### config.mk
export PLATFORM = sky130hd
export DESIGN_NAME = gate_sensor_decoder
export DESIGN_NICKNAME = d
export VERILOG_FILES = /design/src/rtl/gate_pkg.sv /design/src/rtl/sensor_filter.sv /design/src/rtl/gate_sensor_decoder.sv
export SDC_FILE = /design/constraint.sdc
export NUM_CORES = 1
export LEC_CHECK = 0
export CAP_MARGIN = 20
export CORE_MARGIN = 1
export CORE_UTILIZATION = 25
export DETAILED_ROUTE_END_ITERATION = 12
export HOLD_SLACK_MARGIN = 0.03
export SYNTH_ARGS = -nofsm -noshare
export SYNTH_HDL_FRONTEND = slang
export SYNTH_SLANG_ARGS = --single-unit
### constraint.sdc
create_clock -name i_clk -period 2.8 [get_ports i_clk]
set_input_delay 0.42 -clock i_clk [delete_from_list [all_inputs] [get_ports i_clk]]
set_output_delay 0.42 -clock i_clk [all_outputs]
set_load 0.01 [all_outputs]
### src/rtl/gate_pkg.sv
// Shared types and defaults for the car-park gate sensor decoder.
// The optional input debounce is enabled by defining GATE_DEBOUNCE_EN.
`timescale 1ns/1ps
package gate_pkg;

   typedef enum logic [3:0] {
      ST_IDLE,
      ST_ENT_A,
      ST_ENT_AB,
      ST_ENT_B,
      ST_EXT_B,
      ST_EXT_BA,
      ST_EXT_A,
      ST_CLEAR,
      ST_FAULT
   } gate_state_t;

   localparam int DEFAULT_DEBOUNCE_CYCLES = 4;
   localparam int DEFAULT_TIMEOUT_CYCLES  = 1000;

   // Width needed for a dwell counter that must be able to hold the timeout value itself.
   function automatic int dwellWidth(input int timeoutCycles);
      return $clog2(timeoutCycles + 1);
   endfunction

endpackage

### src/rtl/sensor_filter.sv
// One beam input: 2-flop synchronizer followed, when GATE_DEBOUNCE_EN is defined,
// by a consecutive-cycle debounce filter.
`timescale 1ns/1ps
module sensor_filter #(
   parameter int DEBOUNCE_CYCLES = 4
) (
   input  logic i_clk,
   input  logic i_rst_n,
   input  logic i_raw,
   output logic o_level
);

   logic [1:0] r_sync;

   always_ff @(posedge i_clk) begin
      if (!i_rst_n) begin
         r_sync <= '0;
      end else begin
         r_sync <= {r_sync[0], i_raw};
      end
   end

`ifdef GATE_DEBOUNCE_EN
   localparam int CNT_W = $clog2(DEBOUNCE_CYCLES + 1);
   localparam logic [CNT_W-1:0] CNT_LAST = CNT_W'(DEBOUNCE_CYCLES - 1);

   logic [CNT_W-1:0] r_count;
   logic             r_level;
   logic             w_differs;

   assign w_differs = r_sync[1] ^ r_level;

   // Any cycle where the raw level agrees with the accepted one restarts the run.
   always_ff @(posedge i_clk) begin
      if (!i_rst_n) begin
         r_count <= '0;
         r_level <= 1'b0;
      end else if (!w_differs) begin
         r_count <= '0;
      end else if (r_count == CNT_LAST) begin
         r_level <= r_sync[1];
         r_count <= '0;
      end else begin
         r_count <= r_count + 1'b1;
      end
   end

   assign o_level = r_level;
`else
   // Unfiltered build: the debounce depth has no effect on the passthrough.
   if (DEBOUNCE_CYCLES >= 0) begin : g_raw
      assign o_level = r_sync[1];
   end else begin : g_rawAlt
      assign o_level = r_sync[1];
   end
`endif

endmodule

### src/rtl/gate_sensor_decoder.sv
// Gate beam-order FSM: turns filtered outer (A) / inner (B) beam levels into single-cycle
// entry/exit pulses and flags stuck sensors. Debounce enabled by defining GATE_DEBOUNCE_EN.
`timescale 1ns/1ps
module gate_sensor_decoder
   import gate_pkg::*;
#(
   parameter int DEBOUNCE_CYCLES = DEFAULT_DEBOUNCE_CYCLES,
   parameter int TIMEOUT_CYCLES  = DEFAULT_TIMEOUT_CYCLES
) (
   input  logic i_clk,
   input  logic i_rst_n,
   input  logic i_sens_a,
   input  logic i_sens_b,
   output logic o_entry,
   output logic o_exit,
   output logic o_busy,
   output logic o_fault
);

   localparam int DWELL_W = dwellWidth(TIMEOUT_CYCLES);
   localparam logic [DWELL_W-1:0] DWELL_LIMIT = DWELL_W'(TIMEOUT_CYCLES);

   logic               w_a;
   logic               w_b;
   gate_state_t        r_state;
   gate_state_t        w_nextState;
   logic [DWELL_W-1:0] r_dwell;
   logic               w_timeout;
   logic               w_entryNext;
   logic               w_exitNext;
   logic               w_busyNext;
   logic               w_faultNext;

   sensor_filter #(.DEBOUNCE_CYCLES(DEBOUNCE_CYCLES)) u_filterA (
      .i_clk   (i_clk),
      .i_rst_n (i_rst_n),
      .i_raw   (i_sens_a),
      .o_level (w_a)
   );

   sensor_filter #(.DEBOUNCE_CYCLES(DEBOUNCE_CYCLES)) u_filterB (
      .i_clk   (i_clk),
      .i_rst_n (i_rst_n),
      .i_raw   (i_sens_b),
      .o_level (w_b)
   );

   always_ff @(posedge i_clk) begin
      if (!i_rst_n) begin
         r_state <= ST_IDLE;
      end else begin
         r_state <= w_nextState;
      end
   end

   // Dwell restarts on every state change and saturates so a long idle never wraps.
   always_ff @(posedge i_clk) begin
      if (!i_rst_n) begin
         r_dwell <= '0;
      end else if (w_nextState != r_state) begin
         r_dwell <= '0;
      end else if (r_dwell != DWELL_LIMIT) begin
         r_dwell <= r_dwell + 1'b1;
      end
   end

   assign w_timeout = (r_dwell == DWELL_LIMIT) && (r_state != ST_IDLE) && (r_state != ST_FAULT);

   // A stalled crossing goes to FAULT even if the beams happen to move on that same cycle.
   always_comb begin
      w_nextState = r_state;
      if (w_timeout) begin
         w_nextState = ST_FAULT;
      end else begin
         unique case (r_state)
            ST_IDLE: begin
               case ({w_a, w_b})
                  2'b10:   w_nextState = ST_ENT_A;
                  2'b01:   w_nextState = ST_EXT_B;
                  2'b11:   w_nextState = ST_CLEAR;
                  default: w_nextState = ST_IDLE;
               endcase
            end
            ST_ENT_A: begin
               case ({w_a, w_b})
                  2'b11:   w_nextState = ST_ENT_AB;
                  2'b00:   w_nextState = ST_IDLE;
                  2'b01:   w_nextState = ST_CLEAR;
                  default: w_nextState = ST_ENT_A;
               endcase
            end
            ST_ENT_AB: begin
               case ({w_a, w_b})
                  2'b01:   w_nextState = ST_ENT_B;
                  2'b10:   w_nextState = ST_ENT_A;
                  2'b00:   w_nextState = ST_CLEAR;
                  default: w_nextState = ST_ENT_AB;
               endcase
            end
            ST_ENT_B: begin
               case ({w_a, w_b})
                  2'b00:   w_nextState = ST_IDLE;
                  2'b11:   w_nextState = ST_ENT_AB;
                  2'b10:   w_nextState = ST_CLEAR;
                  default: w_nextState = ST_ENT_B;
               endcase
            end
            ST_EXT_B: begin
               case ({w_a, w_b})
                  2'b11:   w_nextState = ST_EXT_BA;
                  2'b00:   w_nextState = ST_IDLE;
                  2'b10:   w_nextState = ST_CLEAR;
                  default: w_nextState = ST_EXT_B;
               endcase
            end
            ST_EXT_BA: begin
               case ({w_a, w_b})
                  2'b10:   w_nextState = ST_EXT_A;
                  2'b01:   w_nextState = ST_EXT_B;
                  2'b00:   w_nextState = ST_CLEAR;
                  default: w_nextState = ST_EXT_BA;
               endcase
            end
            ST_EXT_A: begin
               case ({w_a, w_b})
                  2'b00:   w_nextState = ST_IDLE;
                  2'b11:   w_nextState = ST_EXT_BA;
                  2'b01:   w_nextState = ST_CLEAR;
                  default: w_nextState = ST_EXT_A;
               endcase
            end
            ST_CLEAR, ST_FAULT: begin
               if (!w_a && !w_b) begin
                  w_nextState = ST_IDLE;
               end
            end
            default: w_nextState = ST_IDLE;
         endcase
      end
   end

   // Only the final step of an ordered crossing back to IDLE produces an event.
   always_comb begin
      w_entryNext = (r_state == ST_ENT_B) && (w_nextState == ST_IDLE);
      w_exitNext  = (r_state == ST_EXT_A) && (w_nextState == ST_IDLE);
      w_busyNext  = (w_nextState != ST_IDLE);
      w_faultNext = (w_nextState == ST_FAULT);
   end

   always_ff @(posedge i_clk) begin
      if (!i_rst_n) begin
         o_entry <= 1'b0;
         o_exit  <= 1'b0;
         o_busy  <= 1'b0;
         o_fault <= 1'b0;
      end else begin
         o_entry <= w_entryNext;
         o_exit  <= w_exitNext;
         o_busy  <= w_busyNext;
         o_fault <= w_faultNext;
      end
   end

endmodule

==> results.ini <==
[clock_network]
clk_pin_slew_ps = 70
clk_latency_ps = 260
clockRootBuffer = clkbuf_8
cts.sinks = 22
cts_max_level = 1
post_cts_resized = 0
cts_setup_buffers = 0
cts_buffers = 3
cts-hold-fix-buffers = 0
cts_max_path_buffers = 2
cts_tree = built

[placement]
place_ws_ps = 186
hpwl_um = 2030
numPortBuffers = 7
finalWeightedCongestion = 0.747

[synthesis]
seq_area_frac_synth = 0.303
synthArstFlopShare = 0
synthFlopType = dfxtp_1
yosys.area.top_type = dfxtp_1
synth_area_sq_um = 1450
syn_area_per_cell_sq_um = 9.36
synth_edf_count = 0
ys_warn_count = 0
synth_top_cell_area_share = 0.303
ys_ff_latch = 22
synthCells = 155
synth_nets = 169
synth_cell_types = 51
synth_area_leaders = dfxtp_1, ha_1, nor3_2, and2_1, xor2_1

[routing]
wire_per_inst_um = 11.9
totalWireLength_um = 2750
wl_met3_um = 89
route.met2.wl_um = 1210
drc = 0
drt_iter0_markers = 53
antenna_left = 0
m1WireLength_um = 1390
dr.pass1.iters = 5
viasPerCell = 4.73
routed.top_layer = met4
dr_total_vias = 1087

[power_and_ir_drop]
pwr-share-clk = 0.288
ir_drop_mv = 0.213
p_int_w = 0.000481
p_switching_w = 0.000188
pwr-share-comb = 0.197
pwr-share-seq = 0.515
leakage_nw = 0.551
p_per_area_nw_per_um2 = 416
switching_share = 0.281

[global_route]
grt_pass1_vias = 1019
grt_usage = 0.0984
antenna_found_initial = 0
grt_pass1_wl_um = 4780
grt_overflow = 0
grt_max_degree = 17

[die]
start_util = 0.262
die_y_um = 78.2
io_pins = 8
core_area_sq_um = 5540
die-area_sq_um = 6110
die_w_um = 78.2
rows = 27

[timing]
setup_tns_ps = 0
worst_slack_ps = 215
slew_viol_final = 0
hold_viol_final = 0
period_minus_slack_ps = 2580
finalSetupViolCount = 0
fmax_mhz = 387
max_slew_margin = 0.567
skew_ps = 2.18
worstMarginPinSlew_ps = 645
grt_setup_unrepaired = no
finalCritPeriodShare = 0.923

[critical_path]
worstPathMaxFanout = 10
end_kind = register
worstPathRequired_ps = 2930
path_class = reg2reg
regToRegSetupSlack_ps = 220
cp-start-kind = register
cp.arrival_ps = 2720

[final_layout]
nFillCells = 618
layout_commonest_cell = dfxtp_1
area_growth_pct = 10.8
num_antenna_cells = 0
final_cell_mix = dfxtp_1, ha_1, and2_1, nor3_2
nets = 174
drive_gt1_frac = 0.146

[outcome]
outcome = finished clean

[hold_path]
hp-class = reg2reg

[run]
drv_cap = 0

worst paths after layout:
check,start,endpoint,cells after the start
max,u_filterA.r_sync[1]$_SDFF_PN0_,r_dwell[1]$_SDFFE_PP0P_,8
min reg2reg,u_filterA.r_sync[0]$_SDFF_PN0_,u_filterA.r_sync[1]$_SDFF_PN0_,1
max reg2reg,u_filterA.r_sync[1]$_SDFF_PN0_,r_dwell[1]$_SDFFE_PP0P_,8
min,u_filterA.r_sync[0]$_SDFF_PN0_,u_filterA.r_sync[1]$_SDFF_PN0_,1
stage by stage:
step	utilization	cell area [sq um]	hold slack [ps]	instances	total power (W)
after floorplan	-	1450	412	155	0.000461
after global placement	0.283	1570	414	227	0.000484
after detailed placement	0.283	1570	419	227	0.000484
after CTS	0.290	1610	437	230	0.000680
after global routing	0.290	1610	463	230	0.000711
final	0.290	1610	435	230	0.000669
logic make-up (layout without fill, tap and decap cells):
group                    after synthesis  in the layout  synth area share
AND/OR/NAND/NOR                       72             72             0.336
AO/OA/AOI/OAI                         23             23             0.134
flip-flops                            22             22             0.303
buffers and inverters                 16             19            0.0595
adder cells (fa/ha/maj)               10             10            0.0862
XOR/XNOR                               8              8            0.0483
multiplexers                           4              4            0.0319
layer usage:
layer  vias up  global-route usage
li1        561                   -
met1       492               0.136
met2        26               0.150
met3         8              0.0174
met4         0              0.0389
met5         -                   0
final cells by class:
type                    instances  area (sq um)  share of cell area
flip-flops and latches         22           440               0.274
well taps                      72          90.1              0.0560
clock buffers                   3          41.3              0.0257
repair buffers                  9          85.1              0.0529
inverters                       7          26.3              0.0163
multi-input cells             117           925               0.575
synth_stat cells (all sizes together), types with 2 or more instances:
cell type / n
a21oi: 4
a31oi: 2
a32oi: 2
and2: 9
buf: 6
clkbuf: 3
dfxtp: 22
ha: 10
inv: 7
mux2: 2
mux2i: 2
nand2: 4
nand2b: 3
nand3: 8
nand3b: 2
nor2: 8
nor2b: 4
nor3: 17
o211ai: 2
o21ai: 3
o21bai: 2
or3: 3
or3b: 2
xnor2: 3
xor2: 5
sequential cells by signal, indices dropped and copies added, names as in the netlist:
signal            flops
o_busy                1
u_filterA.r_sync      2
u_filterB.r_sync      2
r_dwell              10
o_entry               1
o_exit                1
o_fault               1
r_state               4
worst max-delay path, cell delays in order, from the launching register on:
cell	delay (ps)
dfxtp_1	410
inv_1	120
ha_1	350
or4bb_1	520
a21oi_2	150
nor4_2	90
mux2_4	210
o31a_1	510
nor3_2	100
power groups by stage:
| stage | logic [W] | clock network (W) | registers (W) |
|---|---|---|---|
| floorplan | 0.000117 | 0 | 0.000344 |
| global placement | 0.000132 | 0 | 0.000351 |
| detailed placement | 0.000133 | 0 | 0.000351 |
| CTS | 0.000134 | 0.000203 | 0.000344 |
| global route | 0.000144 | 0.000219 | 0.000348 |
| finish | 0.000132 | 0.000193 | 0.000344 |
Note: power is estimated with default switching activity, not from simulation.
